File: config.mk
export PLATFORM = sky130hd
export DESIGN_NAME = micro_sequencer
export DESIGN_NICKNAME = d
export VERILOG_FILES = /design/src/rtl/micro_pkg.sv /design/src/rtl/dispatch_rom.sv /design/src/rtl/micro_sequencer.sv
export SDC_FILE = /design/constraint.sdc
export NUM_CORES = 1
export LEC_CHECK = 0
export BUFFER_PORTS_ARGS = -buffer_cell sky130_fd_sc_hd__buf_2
export CAP_MARGIN = 20
export CORE_UTILIZATION = 25
export CTS_BUF_LIST = sky130_fd_sc_hd__clkbuf_4
export CTS_CLUSTER_DIAMETER = 100
export CTS_CLUSTER_SIZE = 40
export DETAILED_ROUTE_END_ITERATION = 8
export GPL_ROUTABILITY_DRIVEN = 1
export GPL_TIMING_DRIVEN = 0
export MAX_ROUTING_LAYER = met4
export SYNTH_ARGS = -nofsm -noshare
export SYNTH_HDL_FRONTEND = slang
export SYNTH_SLANG_ARGS = --single-unit
File: constraint.sdc
create_clock -name clk -period 2.36 [get_ports clk]
set_clock_uncertainty 0.15 [all_clocks]
set_input_delay 0.236 -clock clk [delete_from_list [all_inputs] [get_ports clk]]
set_output_delay 0.236 -clock clk [all_outputs]
set_load 0.1 [all_outputs]
File: src/rtl/micro_pkg.sv
// Shared constants for the microprogrammed MIPS control path:
// micro-state numbers, AddrCtrl encodings and supported opcodes.
package micro_pkg;

    localparam int unsigned ST_W = 4;
    localparam int unsigned OP_W = 6;
    localparam int unsigned AC_W = 2;

    localparam logic [ST_W-1:0] S_FETCH  = 4'd0;
    localparam logic [ST_W-1:0] S_DECODE = 4'd1;
    localparam logic [ST_W-1:0] S_MEMADR = 4'd2;
    localparam logic [ST_W-1:0] S_MEMRD  = 4'd3;
    localparam logic [ST_W-1:0] S_MEMWB  = 4'd4;
    localparam logic [ST_W-1:0] S_MEMWR  = 4'd5;
    localparam logic [ST_W-1:0] S_REXEC  = 4'd6;
    localparam logic [ST_W-1:0] S_RWB    = 4'd7;
    localparam logic [ST_W-1:0] S_BEQ    = 4'd8;
    localparam logic [ST_W-1:0] S_JUMP   = 4'd9;
    localparam logic [ST_W-1:0] S_BNE    = 4'd10;
    localparam logic [ST_W-1:0] S_ADDIEX = 4'd11;
    localparam logic [ST_W-1:0] S_ADDIWB = 4'd12;

    localparam logic [AC_W-1:0] AC_FETCH = 2'b00;
    localparam logic [AC_W-1:0] AC_DISP1 = 2'b01;
    localparam logic [AC_W-1:0] AC_DISP2 = 2'b10;
    localparam logic [AC_W-1:0] AC_SEQ   = 2'b11;

    localparam logic [OP_W-1:0] OP_RTYPE = 6'b000000;
    localparam logic [OP_W-1:0] OP_LW    = 6'b100011;
    localparam logic [OP_W-1:0] OP_SW    = 6'b101011;
    localparam logic [OP_W-1:0] OP_BEQ   = 6'b000100;
    localparam logic [OP_W-1:0] OP_BNE   = 6'b000101;
    localparam logic [OP_W-1:0] OP_J     = 6'b000010;
    localparam logic [OP_W-1:0] OP_ADDI  = 6'b001000;

endpackage

File: src/rtl/dispatch_rom.sv
// Opcode dispatch tables: DECODE target (table 1) and MEMADR target (table 2).
// Purely combinational; a miss is reported through the *_hit flags.
module dispatch_rom
    import micro_pkg::*;
(
    input  logic [OP_W-1:0] opcode,
    output logic [ST_W-1:0] d1_addr,
    output logic            d1_hit,
    output logic [ST_W-1:0] d2_addr,
    output logic            d2_hit
);

    always_comb begin
        d1_addr = S_FETCH;
        d1_hit  = 1'b1;
        unique case (opcode)
            OP_RTYPE:    d1_addr = S_REXEC;
            OP_LW, OP_SW: d1_addr = S_MEMADR;
            OP_BEQ:      d1_addr = S_BEQ;
            OP_BNE:      d1_addr = S_BNE;
            OP_J:        d1_addr = S_JUMP;
            OP_ADDI:     d1_addr = S_ADDIEX;
            default:     d1_hit  = 1'b0;
        endcase
    end

    always_comb begin
        d2_addr = S_FETCH;
        d2_hit  = 1'b1;
        unique case (opcode)
            OP_LW:   d2_addr = S_MEMRD;
            OP_SW:   d2_addr = S_MEMWR;
            default: d2_hit  = 1'b0;
        endcase
    end

endmodule

File: src/rtl/micro_sequencer.sv
// Next-address sequencer for the microcode ROM: holds the uPC, picks the next
// state from AddrCtrl/opcode, flags illegal opcodes and counts retired instructions.
module micro_sequencer
    import micro_pkg::*;
#(
    parameter int unsigned UPC_W = 4,
    parameter int unsigned CNT_W = 32
) (
    input  logic             clk,
    input  logic             rst_n,
    input  logic             en,
    input  logic [OP_W-1:0]  opcode,
    input  logic [AC_W-1:0]  addr_ctrl,
    output logic [UPC_W-1:0] upc,
    output logic             instr_done,
    output logic             illegal_op,
    output logic [CNT_W-1:0] retired
);

    logic [ST_W-1:0]  d1_addr;
    logic [ST_W-1:0]  d2_addr;
    logic             d1_hit;
    logic             d2_hit;
    logic [UPC_W-1:0] upc_nxt;
    logic             done_nxt;
    logic             ill_nxt;

    dispatch_rom u_dispatch_rom (
        .opcode  (opcode),
        .d1_addr (d1_addr),
        .d1_hit  (d1_hit),
        .d2_addr (d2_addr),
        .d2_hit  (d2_hit)
    );

    // Next-state select; states above ADDIWB are unreachable and recover to FETCH.
    always_comb begin
        upc_nxt  = upc;
        done_nxt = 1'b0;
        ill_nxt  = 1'b0;
        if (en) begin
            if (upc > UPC_W'(S_ADDIWB)) begin
                upc_nxt = UPC_W'(S_FETCH);
                ill_nxt = 1'b1;
            end else begin
                unique case (addr_ctrl)
                    AC_FETCH: begin
                        upc_nxt  = UPC_W'(S_FETCH);
                        done_nxt = (upc != UPC_W'(S_FETCH));
                    end
                    AC_DISP1: begin
                        upc_nxt = d1_hit ? UPC_W'(d1_addr) : UPC_W'(S_FETCH);
                        ill_nxt = ~d1_hit;
                    end
                    AC_DISP2: begin
                        upc_nxt = d2_hit ? UPC_W'(d2_addr) : UPC_W'(S_FETCH);
                        ill_nxt = ~d2_hit;
                    end
                    default: upc_nxt = upc + UPC_W'(1);
                endcase
            end
        end
    end

    always_ff @(posedge clk or negedge rst_n) begin
        if (!rst_n) begin
            upc        <= '0;
            instr_done <= 1'b0;
            illegal_op <= 1'b0;
            retired    <= '0;
        end else begin
            upc        <= upc_nxt;
            instr_done <= done_nxt;
            illegal_op <= ill_nxt;
            if (done_nxt) begin
                retired <= retired + CNT_W'(1);
            end
        end
    end

endmodule

Yosys cells after proc, flatten, opt, wreduce, memory -nomap -nowiden --
Index checks and enable logic that the tools add are counted.
Storage, ports and cells: flip-flop bits (word level) 38, input bits 11, output and inout port bits 38, word-level logic and storage cells 36
Operators by class: add/subtract/negate cells 2, magnitude comparators 1, equal/unequal tests 8, multiplexer cells 14, bitwise operators 2, reduce and logical (&&, ||, !) cells 5
Operators by type and width (number):
- $add 32x1->32 const B | 1
- $pmux 4 s6 | 1
- $eq 6x3->1 const B | 2
- $eq 6x6->1 const B | 2
- $mux 4 | 3
- $pmux 4 s3 | 1
- $mux 1 | 7
- $reduce_or 7->1 | 1
- $eq 6x2->1 const B | 1
- $eq 6x4->1 const B | 1
- $logic_not 6->1 | 1
- $pmux 3 s2 | 1
- $add 4x1->4 const B | 1
- $gt 4x4->1 const B | 1
- $reduce_bool 4->1 | 1
- $eq 2x1->1 const B | 1
- $eq 2x2->1 const B | 1
- $logic_not 2->1 | 1
- $not 1->1 | 2
- $pmux 1 s2 | 1
- $reduce_or 2->1 | 1

Longest topological paths before layout --
depth after elaboration 7, gate-level depth with buffers 8

Hierarchy --
Synthesis repeated with hierarchy kept, for this count alone.
Unflattened totals: cells, all modules 205, area total of the unflattened synthesis 2105.8 µm²
Modules (own cells, without submodules):
- micro_sequencer | times used 1, cells each 177, area each 1906.8 µm², sequential area each 950.9 µm²
- dispatch_rom | times used 1, cells each 28, area each 198.9 µm², sequential area each 0.0 µm²

Least setup slack after synthesis --
Ideal clock, no wire load.
kind register to register, start point register upc[0], end point register retired[5], arrival 2.403 ns, setup slack -0.353 ns, stages on the path, launching flop included 8, path buffers 1, cell sequence dfrtp_1 -> inv_1 -> ha_1 -> nor3b_1 -> nor4_4 -> buf_6 -> nand3_1 -> xnor2_1
On the way: word-level cells in the longest chain between the ends 4, elaborated cells on any way between the ends 5
RTL lines:
- start: declaration | RTL line micro_sequencer.sv:14 | output logic [UPC_W-1:0] upc,
- start signal: assignment | RTL line micro_sequencer.sv:72 | upc <= upc_nxt;
- parallel branches: the longest is 2 deep, another holds $gt 4x4->1
- $mux 1 * | RTL line micro_sequencer.sv:42 | if (upc > UPC_W'(S_ADDIWB)) begin
- $mux 1 * | RTL line micro_sequencer.sv:41 | if (en) begin
- end signal: assignment | RTL line micro_sequencer.sv:76 | retired <= retired + CNT_W'(1);
- end: declaration | RTL line micro_sequencer.sv:17 | output logic [CNT_W-1:0] retired
Every way passes the cells marked *. A chain may end at the register's enable or synchronous reset.

Final worst setup path --
start point register upc[0], end point register retired[13]
Same word-level chain as after synthesis.

==> impl_summary.txt <==
----------------------------------------------------
[Routing]
  Ratio of routed vias to standard cells ... between 4 and 5
  Post-detailed-routing wire length ... approximately 4500 um
  First-pass DRT Iterations ... 4
  Met1 WL ... 2140 um
  Residual DRC ... 0
  Met3 wire length ... 223 um
  Routed WL per cell ... 12.8 um
  Highest routed metal layer ... met4
  Total via count after detailed routing ... 1,651
  DRC violation total after the first TritonRoute iteration ... 22
  Count of antenna-violating nets left after detailed routing ... 0
  Met2 routed WL ... 2060 um

[CTS]
  Clock Path Buffers ... 2
  TritonCTS clock tree ... yes
  Clock Tree Root ... sky130_fd_sc_hd__clkbuf_4
  Number of clock sinks ... 38
  Clock latency on the worst-skew pair ... approximately 340 ps
  Number of cells upsized or downsized after cts ... 0
  Clock transition time at the flip-flop clock pins of the worst setup and hold paths ... ~120 ps
  H-tree level count ... 2
  Clock buffer count from CTS ... 5

[Worst setup path]
  Cell with the largest stage delay on the worst path ... sky130_fd_sc_hd__dfrtp_4
  Critical path startpoint category ... flop
  Critical path data required time ... 2450 ps
  Cell class contributing the biggest share of worst-path delay ... simple AND/OR/NAND/NOR gates
  Worst setup EP type ... flop
  Buffering stage count on the worst path with inverters included ... 3
  Arr. time, crit path ... between 2000 and 2500 ps
  Critical Path Fanout Max ... 10
  Worst Path Class, Setup ... flop to flop
  Most used cell, CP ... sky130_fd_sc_hd__buf_6
  Ordered list of cells on the worst path ... inv_1, ha_1, and3b_1, buf_6, nor4_4, buf_6, nand3_1, xnor2_1
  Slowest cell delay on critical path ... around 510 ps

[Floorplanning]
  I/O Pins ... 49
  Effective utilization at floorplan ... 26.2%
  Core area ... a little under 8000 um^2
  Number of core rows ... 32
  DIE AREA ... about 8600 um^2
  Die Span X ... 92.5 um
  Die Height ... 92.5 um

[Outcome]
  Result of the run ... completed

[Cells and area]
  Layout cell share with drive strength beyond 1 ... 27.7%
  P&R area growth vs syn ... 24.2%
  Ant. Diodes ... 0
  Fill cell instance count of the final layout ... 825
  Number of nets in the finished design ... 266

[Synth]
  Proportion of netlist area held by the largest area contributor ... approximately 46%
  Distinct cell type count of the synthesized netlist ... 41
  Warnings from Yosys ... 0
  Commonest register cell after synthesis ... sky130_fd_sc_hd__dfrtp_1
  Post-synth EDFFs ... 0
  Syn Inst Count ... approximately 190
  Asr flop ratio synth ... 100%
  Synthesis-stage register bit count ... 38
  Leading area contributor after synthesis ... sky130_fd_sc_hd__dfrtp_1
  Area contributors post-synth ... sky130_fd_sc_hd__dfrtp_1 (46%), sky130_fd_sc_hd__xnor2_1 (13%), sky130_fd_sc_hd__nand3_1 (4.6%), sky130_fd_sc_hd__ha_1 (4.3%), sky130_fd_sc_hd__nand4_1 (4.0%)
  Net Count, Synth ... between 200 and 250
  Post-synth design cell area ... 2050 um^2
  Avg Synthesized Cell Area ... 10.7 um^2
  Proportion of synthesized chip area in sequential cells ... 46.5%

[Global routing]
  Via count of the first global-routing pass ... 1,559
  First-pass GRT wire length ... about 7600 um
  Number of antenna violations at the first check in global routing ... 0
  Pin count of the biggest net entering global routing ... 39
  Total global routing track utilization ... 11.5%
  Congestion Overflow GR ... 0

[Power and ir drop]
  Power per cell area ... 711 nW/um^2
  Leakage power summed over all cells ... 0.00115 uW
  Maximum vdd ir drop ... between 200 and 300 uV
  Design Power ... 1810 uW

[Timing]
  Period minus WS final ... 2170 ps
  RSZ-0062 raised after global routing ... no
  Part of the cycle the worst path needs ... 92.1%
  Final number of hold-violating endpoints ... 0
  Worst slew margin ... 43.8%
  Final Hold Slack ... just over 100 ps
  Final setup vio count ... 0
  Actual slew at the worst max-slew pin ... 843 ps
  Fmax ... 460 MHz
  Slew Limit Fails ... 0

[Run]
  Max_cap viols ... 0

[Hold path]
  Type of the tightest min-delay check ... input pin to flop

[Placed design]
  Placer Congestion ... ~0.75
  Input/output buffers ... 45
  Detailed-placement wirelength estimate ... 3240 um

----------------------------------------------------
[cells by family (layout without fill, tap and decap cells)]
logic type      count (synthesis)  after routing  share of synthesized area [%]
compound gates                 22             22                           6.85
xor+xnor                       32             32                           13.7
fa+ha+maj                       7              7                           4.28
buf+inv                        14             71                           3.73
flops                          38             38                           46.5
mux                             2              2                           1.04
simple gates                   77             77                           24.0
[routing by layer]
| layer | global-route usage, % | vias to the layer above |
|---|---|---|
| met5 | - | - |
| met1 | 14.8 | 794 |
| met3 | 3.04 | 6 |
| met4 | 4.04 | 0 |
| met2 | 17.5 | 45 |
| li1 | - | 806 |
[Yosys cell counts, types with 3 or more instances]
master,count
sky130_fd_sc_hd__clkbuf_1,4
sky130_fd_sc_hd__nand3_1,19
sky130_fd_sc_hd__o21ai_0,7
sky130_fd_sc_hd__nand4_1,13
sky130_fd_sc_hd__nor4_1,4
sky130_fd_sc_hd__nor2b_1,4
sky130_fd_sc_hd__dfrtp_1,38
sky130_fd_sc_hd__and3_1,5
sky130_fd_sc_hd__nor3_1,3
sky130_fd_sc_hd__xnor2_1,30
sky130_fd_sc_hd__nand2b_1,5
sky130_fd_sc_hd__a21oi_1,3
sky130_fd_sc_hd__buf_6,3
sky130_fd_sc_hd__and4_1,3
sky130_fd_sc_hd__nand2_1,8
sky130_fd_sc_hd__ha_1,7
sky130_fd_sc_hd__inv_1,6
[cell usage in the layout, fill, tap and decap left out, types with 2 or more instances in the layout]
master,count
sky130_fd_sc_hd__nand3_1,19
sky130_fd_sc_hd__nand2b_1,5
sky130_fd_sc_hd__and4_1,3
sky130_fd_sc_hd__dfrtp_1,33
sky130_fd_sc_hd__inv_1,6
sky130_fd_sc_hd__buf_2,46
sky130_fd_sc_hd__buf_6,3
sky130_fd_sc_hd__xnor2_1,30
sky130_fd_sc_hd__nor2b_1,4
sky130_fd_sc_hd__bufinv_16,2
sky130_fd_sc_hd__ha_1,7
sky130_fd_sc_hd__and3_1,5
sky130_fd_sc_hd__buf_4,3
sky130_fd_sc_hd__nor4_4,2
sky130_fd_sc_hd__xor2_1,2
sky130_fd_sc_hd__nor3b_1,2
sky130_fd_sc_hd__dfrtp_2,4
sky130_fd_sc_hd__nor3_1,3
sky130_fd_sc_hd__nand2_1,8
sky130_fd_sc_hd__o21ai_0,7
sky130_fd_sc_hd__a31oi_1,2
sky130_fd_sc_hd__a211oi_1,2
sky130_fd_sc_hd__a21oi_1,3
sky130_fd_sc_hd__nor2_1,2
sky130_fd_sc_hd__nor4_1,4
sky130_fd_sc_hd__clkbuf_1,4
sky130_fd_sc_hd__nand4_1,13
sky130_fd_sc_hd__clkbuf_4,5
[power by group]
part	switching (uW)	internal, uW
clock network	223	326
logic	418	92.5
registers	52.5	695
[timing repair]
item | in CTS | in global routing
hold buffers | 1 | 0
hold endpoints to repair | 38 | 0
pin swaps | 1 | 2
buffers inserted | 0 | 3
setup endpoints to repair | 8 | 14
cloned | 0 | 0
[worst paths after layout]
path | cells after the start | endpoint | startpoint | slack (ps)
setup / recovery | 8 | retired[13] | upc[0] | 190
hold / removal | 4 | upc[1] | opcode[4] | 100
setup reg to reg | 8 | retired[13] | upc[0] | 190
hold reg to reg | 1 | retired[31] | retired[31] | 330
max in group asynchronous | 2 | upc[0] | rst_n | 1060
min in group asynchronous | 2 | retired[16] | rst_n | 380
[tightest hold or removal path, cell delays in order]
cell and delay [ps]:
sky130_fd_sc_hd__buf_2 100, sky130_fd_sc_hd__nor2b_1 50, sky130_fd_sc_hd__o21ai_0 80, sky130_fd_sc_hd__a31oi_1 90
[sequential cells by signal (all words and copies together) (netlist names)]
register,flops
upc,4
instr_done,1
illegal_op,1
retired,32
[area by class of cell]
type                            instances  area, um^2  share of cell area [%]
Clock inverter                          3        63.8                    2.51
Buffer                                  8        53.8                    2.12
Sequential cell                        38         960                    37.7
Inverter                                6        22.5                   0.886
Clock buffer                            5        37.5                    1.48
Timing Repair Buffer                   49         258                    10.1
Multi-Input combinational cell        140        1020                    40.1
Tap cell                              102         128                    5.02
[stage by stage]
stage | TNS, ps | utilization (%) | setup slack (ps) | cells | area [um^2]
after global placement | 0 | 30.8 | 0.573 | 339 | 2410
after global routing | 0 | 32.6 | 17.0 | 351 | 2540
after CTS | 0 | 32.3 | 54.9 | 348 | 2520
after detailed placement | -161 | 30.8 | -36.1 | 339 | 2410
after floorplan | 0 | - | 2.58 | 192 | 2060
final | 0 | 32.6 | 187 | 351 | 2540
Note: power is estimated with default switching activity, not from simulation.
